## src/rtl/bus_select_encoder.sv

```systemverilog
// Registered N-to-log2(N) request encoder with fixed-priority or round-robin
// arbitration, one-hot grant, multi-request flag, sample enable and grant lock.
module bus_select_encoder #(
  parameter int          N            = 32,
  parameter int          W            = $clog2(N),
  parameter int          RR           = 0,
  parameter logic [W-1:0] DEFAULT_CODE = {W{1'b1}}
) (
  input  logic         clk,
  input  logic         clr,
  input  logic [N-1:0] req,
  input  logic         en,
  input  logic         lock,
  output logic [W-1:0] out,
  output logic [N-1:0] grant,
  output logic         valid,
  output logic         multi
);

  typedef enum logic {IDLE, GRANTED} st_t;

  localparam logic [N-1:0] ONE_HOT0 = {{(N-1){1'b0}}, 1'b1};
  localparam logic [W:0]   N_EXT    = (W+1)'(N);
  localparam logic [W-1:0] LAST_IDX = W'(N - 1);

  st_t          st;
  logic [W-1:0] ptr;
  logic [W-1:0] win_p0;
  logic [W-1:0] ptr_nxt_p0;
  logic         multi_p0;
  logic         hold_p0;

  // First set bit at or above p, wrapping N-1 -> 0. Rotating a doubled copy
  // keeps the scan a constant-index priority chain.
  function automatic logic [W-1:0] pick(input logic [N-1:0] r, input logic [W-1:0] p);
    logic [2*N-1:0] dbl;
    logic [W-1:0]   off;
    logic [W:0]     sum;
    dbl = {r, r} >> p;
    off = '0;
    for (int i = N - 1; i >= 0; i--) begin
      if (dbl[i]) off = W'(i);
    end
    sum = {1'b0, p} + {1'b0, off};
    if (sum >= N_EXT) sum = sum - N_EXT;
    return sum[W-1:0];
  endfunction

  // Stage 0: combinational arbitration on the sampled request vector
  always_comb begin
    win_p0     = pick(req, (RR != 0) ? ptr : '0);
    ptr_nxt_p0 = (win_p0 == LAST_IDX) ? '0 : win_p0 + 1'b1;
    multi_p0   = ($countones(req) > 1);
    hold_p0    = ((st == GRANTED) && lock) || !en;
  end

  // Stage 1: registered state and outputs
  always_ff @(posedge clk or posedge clr) begin
    if (clr) begin
      st    <= IDLE;
      out   <= DEFAULT_CODE;
      grant <= '0;
      valid <= 1'b0;
      multi <= 1'b0;
      ptr   <= '0;
    end else if (!hold_p0) begin
      if (req == '0) begin
        st    <= IDLE;
        out   <= DEFAULT_CODE;
        grant <= '0;
        valid <= 1'b0;
        multi <= 1'b0;
      end else begin
        st    <= GRANTED;
        out   <= win_p0;
        grant <= ONE_HOT0 << win_p0;
        valid <= 1'b1;
        multi <= multi_p0;
        ptr   <= (RR != 0) ? ptr_nxt_p0 : '0;
      end
    end
  end

endmodule

```

## config.mk

```make
export PLATFORM = sky130hd
export DESIGN_NAME = bus_select_encoder
export DESIGN_NICKNAME = d
export VERILOG_FILES = /design/src/rtl/bus_select_encoder.sv
export SDC_FILE = /design/constraint.sdc
export NUM_CORES = 1
export LEC_CHECK = 0
export CAP_MARGIN = 20
export CORE_UTILIZATION = 54
export CTS_BUF_LIST = sky130_fd_sc_hd__clkbuf_4
export DETAILED_ROUTE_END_ITERATION = 8
export PLACE_DENSITY = 0.89
export SYNTH_ARGS = -nofsm -noshare
export SYNTH_HDL_FRONTEND = slang
export SYNTH_SLANG_ARGS = --single-unit
```

## constraint.sdc

```tcl
create_clock -name clk -period 2.2 [get_ports clk]
set_input_delay 0.44 -clock clk [delete_from_list [all_inputs] [get_ports clk]]
set_output_delay 0.44 -clock clk [all_outputs]
set_load 0.005 [all_outputs]
```

==> impl_results.md, run 1 <==
- Outcome: finished, violations left
- Failing checks: negative setup slack
- Critical Path AT: 4.88 ns
- Pwr dens: 671 nW/um^2
- Slew Limit Fails: 0
- CP Launch Type: input pin
- Fin. Hold Viols: 0
- Setup violations, final: 35
- Post-synth top flop: dfrtp_1
- Post-Synth XOR/XNOR Area: 0
- PnR worst setup slack: -2.42 ns
- H-Tree Depth: 2
- DR iter-0 viols: 420
- WL per Instance: 24.4 um
- Max Clock Skew: 0.0125 ns
- Hold Path Class: in2async
- Clock transition at path regs: about 0.14 ns
- Final cell count without fillers: between 500 and 600
- Routed via count: 3424
- I/O Pins: 75
- Peak supply drop: 1560 uV
- Dpl hpwl: 6240 um
- Yosys top cell area share: 0.321
- Period Utilization, post-route: 2.10
- Multiplexer area fraction after synthesis: 0.00378
- CP max stage delay: 0.57 ns
- CP max stage cell: fa_1
- DRT Wirelength: 12400 um
- Largest net degree at the start of global routing: 40
- First-pass GRT wire length: between 10000 and 15000 um
- IO Port Bufs: between 70 and 80
- Total internal power: approximately 0.0017 W
- Share of cells above drive strength 1: 0.420
- Switching share of power: 0.424
- Initial core utilization: 0.561
- Area growth syn-to-layout: 68.6%
- CTS Root Cell: clkbuf_4
- 1st-pass router iterations: 9
- Compound-Gate Fraction of Synth Area: 0.172
- Setup TNS: -7.70 ns
- Synth Cell Area: 2650 um^2
- EDFF count, synth: 0
- Least-Margin Pin Slew: around 0.58 ns
- Flop pwr share: 0.263
- Slew headroom: 0.611
- Yosys top cell by area: dfrtp_1
- Yosys warnings: 0
- Max Cap Viol: 0
- Number of synthesized register bits: 39
- Hold_ws: 0.486 ns
- Crit path capture type: register
- Minimum clock period: 4.62 ns
- Register area: 982 um^2
- Post-Syn Instances: 273
- Die Y: a little over 70 um
- Die area: between 5000 and 6000 um^2
- Fillers: 133
- Max Fclk: 217 MHz
- Syn Nets: approximately 340
- Required time of the critical path: around 2.5 ns
- Ant diodes: 0
- Max FO, Critical Path: 2
- Row Count: 25
- Synthesized area per cell: ~9.7 um^2
- CP dominant cell by count: fa_1
- Most common cell in the netlist: inv_1
- Leak: 2.09 nW
- Simple-gate share of the synthesized area: 0.177
- Post-placement cell count: 476
- CTS tree: built
- Die Width: slightly above 70 um
- RSZ-0062 raised after global routing: yes
- Synth area leaders: dfrtp_1 32%, fa_1 18%, inv_1 5.1%, dfstp_2 5.0%, nand2_1 4.8%
- Distinct cells, synth: 43
- WS Path Type: in2reg
- Nets: 508
- Async SR Flop Fraction: 1.00
- GRT Total Usage: 0.356
- Remaining DRCs: 0
- CTS Sinks: 39
- Remaining Overflow, GRT: 0
- Clock buffer depth: 2
- Initial antenna violation count: 0
- Register area share after synthesis: 0.371
- Post-synthesis adder-cell area fraction: 0.219
- Clock power frac: 0.129
- Combinational family with the most area after synthesis: adder cells
- Multi-input gate area: approximately 1800 um^2
- Core area: roughly 4700 um^2
- Comb power frac: 0.608
- Crit path cell chain: buf_6 -> fa_1 -> inv_2 -> fa_1 -> inv_2 -> fa_1 -> inv_2 -> fa_1 -> fa_1 -> fa_1 -> inv_2 -> ha_4 -> fa_1 -> nor3_2 -> nand3_1 -> a22o_1
- Clock latency on the worst-skew pair: 0.38 ns
- Vias per inst: 6.74
- Psw: 0.00127 W
- Vias in the first global route: 2856
- Top cells by count, synth: 36 x inv_1, 34 x dfrtp_1, 34 x nand2_1
- Clock buffer count from CTS: 5
- Routed Antenna Nets: 0
- Final GP Congestion: slightly above 0.9
[power groups by stage]
| stage | clock network [W] | registers (W) | logic [W] |
|---|---|---|---|
| finish | 0.000388 | 0.000788 | 0.00182 |
| global route | 0.000416 | 0.000789 | 0.00203 |
| CTS | 0.000354 | 0.000781 | 0.00157 |
| detailed placement | 0 | 0.000793 | 0.00144 |
| global placement | 0 | 0.000794 | 0.00135 |
| floorplan | 0 | 0.000794 | 0.000936 |
[logic make-up after synthesis]
group,count (synthesis)
fa+ha+maj,32
buf+inv,40
simple gates,94
flops,39
mux,1
compound gates,67
[sequential cells by signal, summed over array words and instances, names as in the netlist]
register	cells
st	1
out	5
grant	32
multi	1
[stage by stage]
step	power, W	setup WS, ns	area, um^2	util
floorplan	0.00173	-2.39	2650	-
global placement	0.00214	-3.01	3950	0.837
detailed placement	0.00223	-3.10	3950	0.837
CTS	0.00270	-2.45	4100	0.868
global route	0.00324	-2.46	4470	0.945
finish	0.00300	-2.42	4470	0.945
[what timing repair did]
item                                    CTS  global route
hold buffers                              0             0
setup buffers                             4            21
pin swaps                                16            53
resized for setup                        74           110
endpoints found under the setup margin   38            38
[cell usage in the layout, fill, tap and decap left out, drive strengths merged, types with 2 or more instances in the layout]
| cell | count |
|---|---|
| nor4 | 11 |
| ha | 8 |
| clkinv | 2 |
| clkdlybuf4s50 | 45 |
| a21oi | 7 |
| a21o | 3 |
| clkbuf | 14 |
| nand2 | 34 |
| o21ai | 29 |
| a22o | 8 |
| a32o | 2 |
| nand3 | 6 |
| or3 | 4 |
| nand2b | 4 |
| buf | 102 |
| nor3 | 7 |
| a22oi | 2 |
| inv | 36 |
| nor2 | 21 |
| dlymetal6s2s | 6 |
| fa | 24 |
| a221o | 2 |
| a31oi | 4 |
| or4 | 2 |
| dfrtp | 34 |
| dfstp | 5 |
| o311ai | 2 |
[critical path: cells and delay by family]
kind / cells / cell delay [ns]
buffers and inverters: 5 / 0.30
AND/OR/NAND/NOR: 2 / 0.24
AO/OA/AOI/OAI: 1 / 0.20
adder cells (fa/ha/maj): 8 / 3.69
[final cells by class]
cell class	instances	share of cell area
multi-input cells	194	0.399
repair buffers	164	0.320
flip-flops and latches	39	0.220
inverters	36	0.0303
well taps	67	0.0188
clock buffers	5	0.00841
clock inverters	3	0.00336
[per-layer routing]
layer | vias to the layer above | GRT usage | part of all wire | wire (um)
li1 | 1285 | - | - | -
met1 | 1602 | 0.432 | 0.33 | 4100
met2 | 386 | 0.610 | 0.44 | 5450
met3 | 151 | 0.0972 | 0.13 | 1620
met4 | 0 | 0.135 | 0.098 | 1210
met5 | - | 0 | 0 | 0
[final timing paths]
kind                                        from                     to  slack, ns  cells after the start
max                                      req[21]      multi$_DFFE_PP0N_      -2.42                     16
min                                          clr  grant[12]$_DFFE_PP0N_       0.49                      3
max reg2reg                       st$_DFFE_PP0N_     out[3]$_DFFE_PP1N_       0.19                      5
min reg2reg                grant[10]$_DFFE_PP0N_  grant[10]$_DFFE_PP0N_       0.51                      2
max in group asynchronous                    clr     out[1]$_DFFE_PP1N_       1.32                      3
min in group clk           grant[10]$_DFFE_PP0N_  grant[10]$_DFFE_PP0N_       0.51                      2
No activity file was read; power rests on OpenSTA's default activity.
==> run 2, diff against run 1 <==
==> constraint.sdc (replaced) <==
create_clock -name clk -period 2.2 [get_ports clk]
set_input_delay 0.44 -clock clk [delete_from_list [all_inputs] [get_ports clk]]
set_output_delay 0.44 -clock clk [all_outputs]
set_load 0.02 [all_outputs]
==> results of run 2 <==
The final DEF is identical to that of run 1. Status: finished, violations left: negative setup slack.
Among the figures that moved: total power 0.00300 W -> 0.00304 W
==> run 3, diff against run 2 <==
--- a/config.mk
+++ b/config.mk
@@ -5,11 +5,12 @@
 export SDC_FILE = /design/constraint.sdc
 export NUM_CORES = 1
 export LEC_CHECK = 0
+export ABC_AREA = 1
 export CAP_MARGIN = 20
-export CORE_UTILIZATION = 54
+export CORE_UTILIZATION = 50
 export CTS_BUF_LIST = sky130_fd_sc_hd__clkbuf_4
 export DETAILED_ROUTE_END_ITERATION = 8
-export PLACE_DENSITY = 0.89
+export PLACE_DENSITY = 0.82
 export SYNTH_ARGS = -nofsm -noshare
 export SYNTH_HDL_FRONTEND = slang
 export SYNTH_SLANG_ARGS = --single-unit
==> run 3 against run 2 <==
Against the previous run:
- critical endpoint unchanged
- first-iteration DRC count down 57%
- final area decreased by 4.3%
- core utilization shrank 12 points
- die area is 12% higher
- area after synthesis grew 4.2%
- combinational power fell by 2%
- highest routed layer unchanged
- synthesized cell count up 24%
- clock power fell by 7.5%
- routed wire length fell by 29%
- the run still ends with negative setup slack left
==> impl_results.md, run 3 <==
- Outcome: finished, violations left
- Failing checks: negative setup slack
- Clock latency on the worst-skew pair: 0.34 ns
- Reg with most FFs: grant
- Yosys top cell area share: 0.308
- Post-synthesis adder-cell area fraction: 0.210
- Synth area leaders: dfrtp_1 31%, fa_1 17%, nand2_1 12%, inv_1 9.0%, nand3_1 5.3%
- FF-to-FF path depth: 7
- EDFF count, synth: 0
- Remaining Overflow, GRT: 0
- Post-place setup slack: -3.08 ns
- Ant diodes: 0
- IO Port Bufs: between 70 and 80
- Post-DP Area: 3900 um^2
- CP dominant cell by count: fa_1
- Post-Synth XOR/XNOR Area: 0
- Max reg flops: 32
- Peak supply drop: 1000 uV
- Max Cap Viol: 0
- Least-Margin Pin Slew: 0.589 ns
- CTS Root Cell: clkbuf_4
- PnR worst setup slack: -2.34 ns
- Minimum clock period: 4.54 ns
- Die Y: between 70 and 80 um
- Vias per inst: 5.41
- Initial core utilization: 0.530
- CP max stage delay: 0.53 ns
- DRT Wirelength: 8850 um
- Post-Syn Instances: 339
- Max Clock Skew: just under 0.008 ns
- Row Count: 26
- Required time of the critical path: 2.44 ns
- Worst R2R End: grant[27]$_DFFE_PP0N_
- DR iter-0 viols: roughly 180
- Critical Path AT: 4.77 ns
- Routed via count: 2903
- Max Fclk: 220 MHz
- Largest net degree at the start of global routing: 40
- Async SR Flop Fraction: 1.00
- WS Path Type: in2reg
- R2r setup slk: 0.72 ns
- Commonest non-fill, non-tap cell in the layout: nand2_1
- WL per Instance: 16.5 um
- CTS Sinks: 39
- I/O Pins: 75
- Die Width: 76.3 um
- Fin. Hold Viols: 0
- CTS Hold Bufs: 0
- Top cells by count, synth: 89 x nand2_1, 66 x inv_1, 34 x dfrtp_1
- Distinct cells, synth: 31
- Area growth syn-to-layout: 54.9%
- Core area: 5200 um^2
- Number of synthesized register bits: 39
- CP max stage cell: fa_1
- Clock buffer depth: 2
- Period Utilization, post-route: 2.06
- R2r startpoint: st$_DFFE_PP0N_
- Commonest cells after routing, fill and taps aside: 83 x nand2_1, 54 x inv_1, 52 x clkdlybuf4s50_1
- Final cell count without fillers: 537
- Clock buffer count from CTS: 5
- Setup TNS: -11.87 ns
- Routed Antenna Nets: 0
- Nets: 534
- Slew Limit Fails: 0
- Clock transition at path regs: 0.12 ns
- Pwr dens: 694 nW/um^2
- Yosys warnings: 0
- Most common cell in the netlist: nand2_1
- Post-placement cell count: slightly above 500
- Final Cell Area: around 4300 um^2
- 1st-pass router iterations: 4
- Final GP Congestion: 0.872
- Setup violations, final: 34
- Syn Nets: 407
- Yosys top cell by area: dfrtp_1
- Remaining DRCs: 0
- Multiplexer area fraction after synthesis: 0
- Simple-gate share of the synthesized area: 0.269
- H-Tree Depth: 2
- Leak: between 2 and 2.5 nW
- Regs by FF count: grant: 32 flops, out: 5 flops
- Register area share after synthesis: 0.356
- Max FO, Critical Path: 2
- Synthesized area per cell: 8.14 um^2
- RSZ-0062 raised after global routing: yes
- CP Launch Type: input pin
- Share of cells above drive strength 1: 0.313
- Vias in the first global route: 2873
- Compound-Gate Fraction of Synth Area: 0.0599
- Synth Cell Area: between 2000 and 3000 um^2
- Post-synth top flop: dfrtp_1
- GRT Total Usage: 0.285
- CTS tree: built
- Critical path origin: req[11]
- Hold Path Class: in2async
- Hold_ws: between 0.4 and 0.5 ns
- Slew headroom: 0.604
- Crit path capture type: register
- Initial antenna violation count: 0
- First-pass GRT wire length: around 13000 um
- Die area: 5820 um^2
- Dpl hpwl: 5800 um
- Crit path cell chain: clkdlybuf4s15_2 -> fa_1 -> fa_1 -> inv_1 -> fa_1 -> fa_1 -> fa_1 -> fa_1 -> inv_2 -> ha_4 -> fa_1 -> nor3_2 -> o2111ai_2 -> a22o_1
- Combinational family with the most area after synthesis: simple AND/OR/NAND/NOR gates
run 3: area by class of cell:
type / instances / area, um^2
inverters: 70 / 277
multi-input cells: 224 / 1740
flip-flops and latches: 39 / 982
well taps: 70 / 87.6
fillers: 304 / 932
clock inverters: 2 / 7.51
repair buffers: 126 / 1140
clock buffers: 6 / 45.0
run 3: how the worst max path moves through the flow:
stage | end | slack (ns) | cells past startpoint
final | multi$_DFFE_PP0N_ | -2.34 | 14
after global routing | multi$_DFFE_PP0N_ | -2.43 | 14
after floorplan | multi$_DFFE_PP0N_ | -2.40 | 15
after global placement | multi$_DFFE_PP0N_ | -3.00 | 16
after CTS | multi$_DFFE_PP0N_ | -2.47 | 16
after detailed placement | multi$_DFFE_PP0N_ | -3.08 | 16
run 3: logic make-up after synthesis:
kind of cell | count (synthesis)
AND/OR/NAND/NOR | 167
buffers and inverters | 76
adder cells (fa/ha/maj) | 32
AO/OA/AOI/OAI | 25
flip-flops | 39
run 3: repair_timing:
item / in CTS / in global routing
setup endpoints to repair: 39 / 38
pin swaps: 35 / 59
gates resized for setup: 97 / 65
buffers inserted: 7 / 7
run 3: stage by stage:
stage / total power [W] / util
after floorplan: 0.00181 / -
after global placement: 0.00223 / 0.749
after detailed placement: 0.00232 / 0.749
after CTS: 0.00280 / 0.776
after global routing: 0.00323 / 0.821
final: 0.00297 / 0.821
run 3: power breakdown:
part | total, W | switching (W) | internal, W
logic | 0.00182 | 0.000995 | 0.000821
registers | 0.000791 | 0.0000262 | 0.000765
clock network | 0.000359 | 0.000228 | 0.000131
run 3: metal layers:
layer	global-route usage	share of wire	vias to the layer above
met5	0	0	-
met4	0.102	0.046	0
met3	0.0623	0.082	47
met2	0.496	0.50	167
met1	0.348	0.37	1390
li1	-	-	1299
run 3: worst max-delay path, delay by kind of cell:
family / cells / cell delay (ns)
AO/OA/AOI/OAI: 2 / 0.33
adder cells (fa/ha/maj): 8 / 3.55
buffers and inverters: 3 / 0.30
AND/OR/NAND/NOR: 1 / 0.14
